===== config.mk =====
export PLATFORM = sky130hd
export DESIGN_NAME = tt_um_inverter_probe_siliconeguide_flat
export DESIGN_NICKNAME = d
export VERILOG_FILES = /design/src/rtl/inv_probe_pkg.sv /design/src/rtl/inv_probe_if.sv /design/src/rtl/inv_probe_sync.sv /design/src/rtl/tt_um_inverter_probe_siliconeguide.sv /design/src/flat_wrapper.sv
export SDC_FILE = /design/constraint.sdc
export NUM_CORES = 1
export LEC_CHECK = 0
export BUFFER_PORTS_ARGS = -buffer_cell sky130_fd_sc_hd__buf_2
export CORE_ASPECT_RATIO = 0.9
export CORE_MARGIN = 2
export CORE_UTILIZATION = 52
export CTS_CLUSTER_DIAMETER = 120
export CTS_CLUSTER_SIZE = 16
export DETAILED_ROUTE_END_ITERATION = 7
export PLACE_DENSITY = 0.75
export SYNTH_ARGS = -nofsm -noshare
export SYNTH_HDL_FRONTEND = slang
export SYNTH_SLANG_ARGS = --single-unit

===== constraint.sdc =====
create_clock -name clk -period 6 [get_ports clk]
set_clock_uncertainty 0.2 [all_clocks]
set_input_delay 1.2 -clock clk [delete_from_list [all_inputs] [get_ports clk]]
set_output_delay 1.2 -clock clk [all_outputs]
set_load 0.03 [all_outputs]

===== src/rtl/inv_probe_pkg.sv =====
// Shared types and constants for the inverter loopback probe.
// FSM states, uo_out/ui_in bit positions and edge-count decode.
package inv_probe_pkg;

  typedef enum logic [2:0] {
    S_IDLE,
    S_EDGE,
    S_WAIT,
    S_HOLD,
    S_DONE
  } state_e;

  localparam int STIM_B = 0;
  localparam int BUSY_B = 1;
  localparam int DONE_B = 2;
  localparam int FAIL_B = 3;

  localparam int RESP_B  = 0;
  localparam int START_B = 1;
  localparam int INV_B   = 2;

  localparam logic [4:0] N_ZERO_MAP = 5'd16;

  function automatic logic [4:0] decode_n(
    input logic [3:0] n
  );
    if (n == 4'd0) return N_ZERO_MAP;
    return {1'b0, n};
  endfunction

endpackage


===== src/rtl/inv_probe_if.sv =====
// Tiny Tapeout style pin bundle of the probe.
// The bench drives the master side, the tile is the slave.
interface inv_probe_if;
  logic       ena;
  logic [7:0] ui_in;
  logic [7:0] uo_out;
  logic [7:0] uio_in;
  logic [7:0] uio_out;
  logic [7:0] uio_oe;

  modport master (
    output ena,
    output ui_in,
    output uio_in,
    input  uo_out,
    input  uio_out,
    input  uio_oe
  );

  modport slave (
    input  ena,
    input  ui_in,
    input  uio_in,
    output uo_out,
    output uio_out,
    output uio_oe
  );
endinterface


===== src/rtl/inv_probe_sync.sv =====
// Multi-flop input synchronizer for a small bus.
// One selected bit also gets a rising-edge pulse.
module inv_probe_sync #(
  parameter int W        = 3,
  parameter int STAGES   = 2,
  parameter int EDGE_BIT = 1
) (
  input  logic         clk,
  input  logic         rst_n,
  input  logic [W-1:0] d_i,
  output logic [W-1:0] q_o,
  output logic         rise_o
);

  logic [STAGES-1:0][W-1:0] sh_q;
  logic                     prev_q;

  // shift the raw inputs through the chain
  always_ff @(posedge clk or negedge rst_n) begin
    if (!rst_n) begin
      sh_q <= '0;
    end else begin
      sh_q[0] <= d_i;
      for (int i = 1; i < STAGES; i++) begin
        sh_q[i] <= sh_q[i-1];
      end
    end
  end

  // remember last synced level of the edge bit
  always_ff @(posedge clk or negedge rst_n) begin
    if (!rst_n) prev_q <= 1'b0;
    else        prev_q <= sh_q[STAGES-1][EDGE_BIT];
  end

  assign q_o    = sh_q[STAGES-1];
  assign rise_o = q_o[EDGE_BIT] & ~prev_q;

endmodule


===== src/rtl/tt_um_inverter_probe_siliconeguide.sv =====
// Stimulus/response tester for the analog inverter tile.
// Toggles stim, waits for the looped-back echo, logs worst latency.
module tt_um_inverter_probe_siliconeguide
  import inv_probe_pkg::*;
#(
  parameter int HALF_PERIOD = 16,
  parameter int TIMEOUT     = 255,
  parameter int SYNC_STAGES = 2,
  parameter int LAT_W       = 8
) (
  input  logic     clk,
  input  logic     rst_n,
  inv_probe_if.slave io
);

  localparam logic [LAT_W-1:0] LAT_MAX = '1;
  localparam logic [LAT_W-1:0] TMO_C   = LAT_W'(TIMEOUT);
  localparam logic [LAT_W-1:0] HOLD_C  = LAT_W'(HALF_PERIOD - 1);

  logic [2:0] sync_s;
  logic       start_rise;

  inv_probe_sync #(
    .W       (3),
    .STAGES  (SYNC_STAGES),
    .EDGE_BIT(START_B)
  ) u_sync (
    .clk   (clk),
    .rst_n (rst_n),
    .d_i   (io.ui_in[2:0]),
    .q_o   (sync_s),
    .rise_o(start_rise)
  );

  state_e           state_q, state_d;
  logic             stim_q, stim_d;
  logic             fail_q, fail_d;
  logic             inv_q, inv_d;
  logic [4:0]       n_q, n_d;
  logic [4:0]       edges_q, edges_d;
  logic [LAT_W-1:0] lat_q, lat_d;
  logic [LAT_W-1:0] half_q, half_d;
  logic [LAT_W-1:0] max_q, max_d;

  logic       resp_ok;
  logic [4:0] edges_inc;
  logic       busy, done;

  assign resp_ok   = sync_s[RESP_B] == (stim_q ^ inv_q);
  assign edges_inc = edges_q + 5'd1;

  // state and datapath registers
  always_ff @(posedge clk or negedge rst_n) begin
    if (!rst_n) begin
      state_q <= S_IDLE;
      stim_q  <= 1'b0;
      fail_q  <= 1'b0;
      inv_q   <= 1'b0;
      n_q     <= '0;
      edges_q <= '0;
      lat_q   <= '0;
      half_q  <= '0;
      max_q   <= '0;
    end else begin
      state_q <= state_d;
      stim_q  <= stim_d;
      fail_q  <= fail_d;
      inv_q   <= inv_d;
      n_q     <= n_d;
      edges_q <= edges_d;
      lat_q   <= lat_d;
      half_q  <= half_d;
      max_q   <= max_d;
    end
  end

  // sequencing: toggle, wait for echo, hold half period
  always_comb begin
    state_d = state_q;
    stim_d  = stim_q;
    fail_d  = fail_q;
    inv_d   = inv_q;
    n_d     = n_q;
    edges_d = edges_q;
    lat_d   = lat_q;
    half_d  = half_q;
    max_d   = max_q;
    unique case (state_q)
      S_IDLE, S_DONE: begin
        if (start_rise) begin
          fail_d  = 1'b0;
          max_d   = '0;
          edges_d = '0;
          n_d     = decode_n(io.ui_in[7:4]);
          inv_d   = sync_s[INV_B];
          state_d = S_EDGE;
        end
      end
      S_EDGE: begin
        stim_d  = ~stim_q;
        lat_d   = '0;
        half_d  = '0;
        state_d = S_WAIT;
      end
      S_WAIT: begin
        if (lat_q != LAT_MAX) lat_d = lat_q + 1'b1;
        if (half_q != LAT_MAX) half_d = half_q + 1'b1;
        if (resp_ok) begin
          if (lat_q > max_q) max_d = lat_q;
          edges_d = edges_inc;
          if (edges_inc == n_q) state_d = S_DONE;
          else                  state_d = S_HOLD;
        end else if (lat_q == TMO_C) begin
          fail_d  = 1'b1;
          max_d   = LAT_MAX;
          state_d = S_DONE;
        end
      end
      S_HOLD: begin
        if (half_q != LAT_MAX) half_d = half_q + 1'b1;
        if (half_q >= HOLD_C) state_d = S_EDGE;
      end
      default: state_d = S_IDLE;
    endcase
  end

  assign busy = (state_q == S_EDGE) ||
                (state_q == S_WAIT) ||
                (state_q == S_HOLD);
  assign done = state_q == S_DONE;

  assign io.uo_out  = {edges_q[3:0], fail_q, done, busy, stim_q};
  assign io.uio_out = max_q;
  assign io.uio_oe  = 8'hFF;

  logic _unused;
  assign _unused = &{1'b0, io.ena, io.uio_in,
                     io.ui_in[3], sync_s[START_B], edges_q[4]};

endmodule


===== src/flat_wrapper.sv =====
// flat-port wrapper written by rule: the top's interface ports become plain ports
module tt_um_inverter_probe_siliconeguide_flat import inv_probe_pkg::*;
#(
  parameter int HALF_PERIOD = 16,
  parameter int TIMEOUT     = 255,
  parameter int SYNC_STAGES = 2,
  parameter int LAT_W       = 8
)
  (clk, rst_n, io_ena, io_ui_in, io_uio_in, io_uo_out, io_uio_out, io_uio_oe);
  inv_probe_if io_i ();
  input  logic clk;
  input  logic rst_n;
  input wire logic [$bits(io_i.ena)-1:0] io_ena;
  input wire logic [$bits(io_i.ui_in)-1:0] io_ui_in;
  input wire logic [$bits(io_i.uio_in)-1:0] io_uio_in;
  output wire logic [$bits(io_i.uo_out)-1:0] io_uo_out;
  output wire logic [$bits(io_i.uio_out)-1:0] io_uio_out;
  output wire logic [$bits(io_i.uio_oe)-1:0] io_uio_oe;
  assign io_i.ena = io_ena;
  assign io_i.ui_in = io_ui_in;
  assign io_i.uio_in = io_uio_in;
  assign io_uo_out = io_i.uo_out;
  assign io_uio_out = io_i.uio_out;
  assign io_uio_oe = io_i.uio_oe;
  tt_um_inverter_probe_siliconeguide #(.HALF_PERIOD(HALF_PERIOD), .TIMEOUT(TIMEOUT), .SYNC_STAGES(SYNC_STAGES), .LAT_W(LAT_W)) u_core (.clk(clk), .rst_n(rst_n), .io(io_i));
endmodule

==> results.toml <==
[die]
die_h_microns = 71.0
row_count = 24
io_pins = 43
coreArea_sq_um = 4830
design.die.area_sq_um = 5570
start_util_pct = 53.7
dieWidth_microns = 78.5

[layout]
area_growth_pct = 7.52
fill_cells = 442
regArea_sq_um = 1180
diodes = 0
layout.nets = 308
drive_gt1_share_pct = 18.3
final_common_cell = "dfrtp_1"
final_util_pct = 57.7
layout_common_cells = "dfrtp_1 (47), o21ai_0 (25), buf_2 (24)"
multi_input_area_sq_um = 1240

[yosys]
synth_top_area_cell = "dfrtp_1"
synth_area_leaders = "dfrtp_1 (45%), ha_1 (5.3%), o21ai_0 (4.8%)"
netlist_area_sq_um = 2600
ys_seq_elements = 47
syn_area_per_cell_sq_um = 10.0
synth_warnings = 0
syn_inst = 259
seq_area_frac_synth_pct = 45.3
yosys.area.top_type_share_pct = 45.3
ys_types = 48

[place]
portBuffers = 24
hpwl_mm = 3.35
gp_congestion = 0.781

[routing]
drt_iter0_markers = 126
drt_wl_total_mm = 4.71
firstDrtPassIters = 4
wl_per_cell_microns = 13.7
wl_met1_mm = 2.27
wl_met3_microns = 209
post_drt_via_cell_ratio = 5.51
detail-route-antenna-nets = 0
num_vias = 1895
wl_met2_mm = 2.18
drc = 0
highest_layer = "met4"

[grt]
grt_max_degree = 48
grt_pass1_wl_mm = 8.26
grtUsageTotal_pct = 18.7
antenna_found_initial = 0
grt_overflow = 0
first_global_vias = 1763

[critical_path]
worst-setup-path-type = "reg -> out"
critPathLaunchType = "flip-flop"
critical_path.slowest_cell = "dfrtp_1"
endpoint_kind = "primary output"
crit_fanout = 9
path_buf_inv = 1
crit_path_cell_trace = "nor2_1 > and2_1 > buf_2"
cp_top_family = "flip-flops"
worstPathRequired_ps = 4600
rrSetupSlack_ps = 3700
cpPeakStageDelay_ps = 480
arrival_ps = 1320

[power]
power_leakage_nw = 1.27
total_power_w = 0.00134
peakVddDrop_mv = 0.271
power_density_nw_per_um2 = 479

[clock_network]
cts_max_path_buffers = 2
post-cts-setup-buffers = 0
clock_latency_ps = 300
cts_tree = "done"
root_buffer = "clkbuf_8"
cts.sinks = 47
hold_buffers = 0
htree_levels = 2
clk_pin_slew_worst_paths_ps = 90
ctsResizeCount = 0
cts_buffers = 5

[timing]
finalHoldViolations = 0
layout_worst_path_cycle_share_pct = 45.3
drv_slew = 0
tightest_slew_ps = 1020
slew-limit-headroom_pct = 32.0
fmax_mhz = 368
setup-violations-final = 0
rsz0062_at_grt = "false"
fin_crit_ps = 2720
setup_tns_ps = 0

[run_status]
status = "finished, final reports clean"

[min_path]
hp-class = "reg -> reg"

[flow_run]
maxCapViolCount = 0
[power breakdown]
group / total, W / internal (W) / switching [W]
clock network: 0.000201 / 0.0000945 / 0.000107
logic: 0.000657 / 0.000253 / 0.000404
registers: 0.000478 / 0.000397 / 0.0000810
[sequential cells by signal, indices dropped and copies added, names as in the netlist]
signal	cells
u_core.stim_q	1
u_core.lat_q	8
u_core.u_sync.q_o	3
u_core.half_q	8
u_core.edges_q	5
u_core.inv_q	1
u_core.fail_q	1
u_core.u_sync.sh_q	3
u_core.io.uio_out	8
u_core.u_sync.prev_q	1
u_core.state_q	3
u_core.n_q	5
[metrics by stage]
| step | cells | cell area [sq um] | hold slack, ps | worst slack, ps |
|---|---|---|---|---|
| floorplan | 266 | 2620 | 131 | 3690 |
| global placement | 336 | 2700 | 135 | 3610 |
| detailed placement | 336 | 2700 | 137 | 3610 |
| CTS | 344 | 2790 | 157 | 3260 |
| global route | 344 | 2790 | 173 | 3150 |
| finish | 344 | 2790 | 153 | 3280 |
[cell type report]
class                           instances  area share, %
Multi-Input combinational cell        184           44.6
Inverter                               12           1.61
Clock buffer                            7           3.09
Timing Repair Buffer                   28           5.38
Clock inverter                          1          0.314
Sequential cell                        47           42.1
Tap cell                               65           2.91
[logic make-up after synthesis]
kind of cell               after synthesis  share of synthesized area [%]
AOI/OAI and AO/OA                       57                           13.9
xor gates and xnor gates                20                           8.58
adders and majority gates               11                           5.30
buffers and inverters                   35                           7.81
DFF                                     47                           45.3
muxes                                    7                           3.04
other                                    1                          0.144
and+or+nand+nor                         81                           16.0
[Yosys cell counts (all sizes together)]
master,count
a211oi,2
a21o,1
a21oi,11
a22o,1
a22oi,2
a31oi,1
and2,1
and2b,1
and3,1
buf,20
clkbuf,3
conb,1
dfrtp,47
ha,11
inv,12
mux2,7
nand2,17
nand2b,2
nand3,8
nand3b,2
nand4,8
nor2,22
nor2b,2
nor3,7
nor3b,3
nor4,1
o211ai,2
o21ai,25
o21ba,2
o22ai,1
o311ai,8
o31ai,1
or3,2
or3b,2
or4,2
xnor2,11
xnor3,2
xor2,6
xor3,1
[metal layers]
metal | track usage [%] | vias up
met2 | 28.2 | 49
met3 | 4.08 | 6
met1 | 27.1 | 909
met4 | 5.85 | 0
met5 | 0 | -
li1 | - | 931
[worst paths after layout]
path / start / end / depth (start not counted)
max: u_core.state_q[1] / io_uo_out[2] / 3
min: u_core.u_sync.sh_q[1] / u_core.u_sync.q_o[1] / 0
max reg2reg: u_core.lat_q[5] / u_core.io.uio_out[4] / 5
min reg2reg: u_core.u_sync.sh_q[1] / u_core.u_sync.q_o[1] / 0
max in group asynchronous: rst_n / u_core.half_q[6] / 1
min in group asynchronous: rst_n / u_core.u_sync.q_o[2] / 1
[worst register-to-register path: cells and delay by family, from the launching register on]
| family | cells | cell delay, ps |
|---|---|---|
| AO/OA/AOI/OAI | 3 | 1040 |
| AND/OR/NAND/NOR | 1 | 170 |
| flip-flops | 1 | 450 |
| adder cells (fa/ha/maj) | 1 | 320 |
Power figures use the tool's default switching activity.
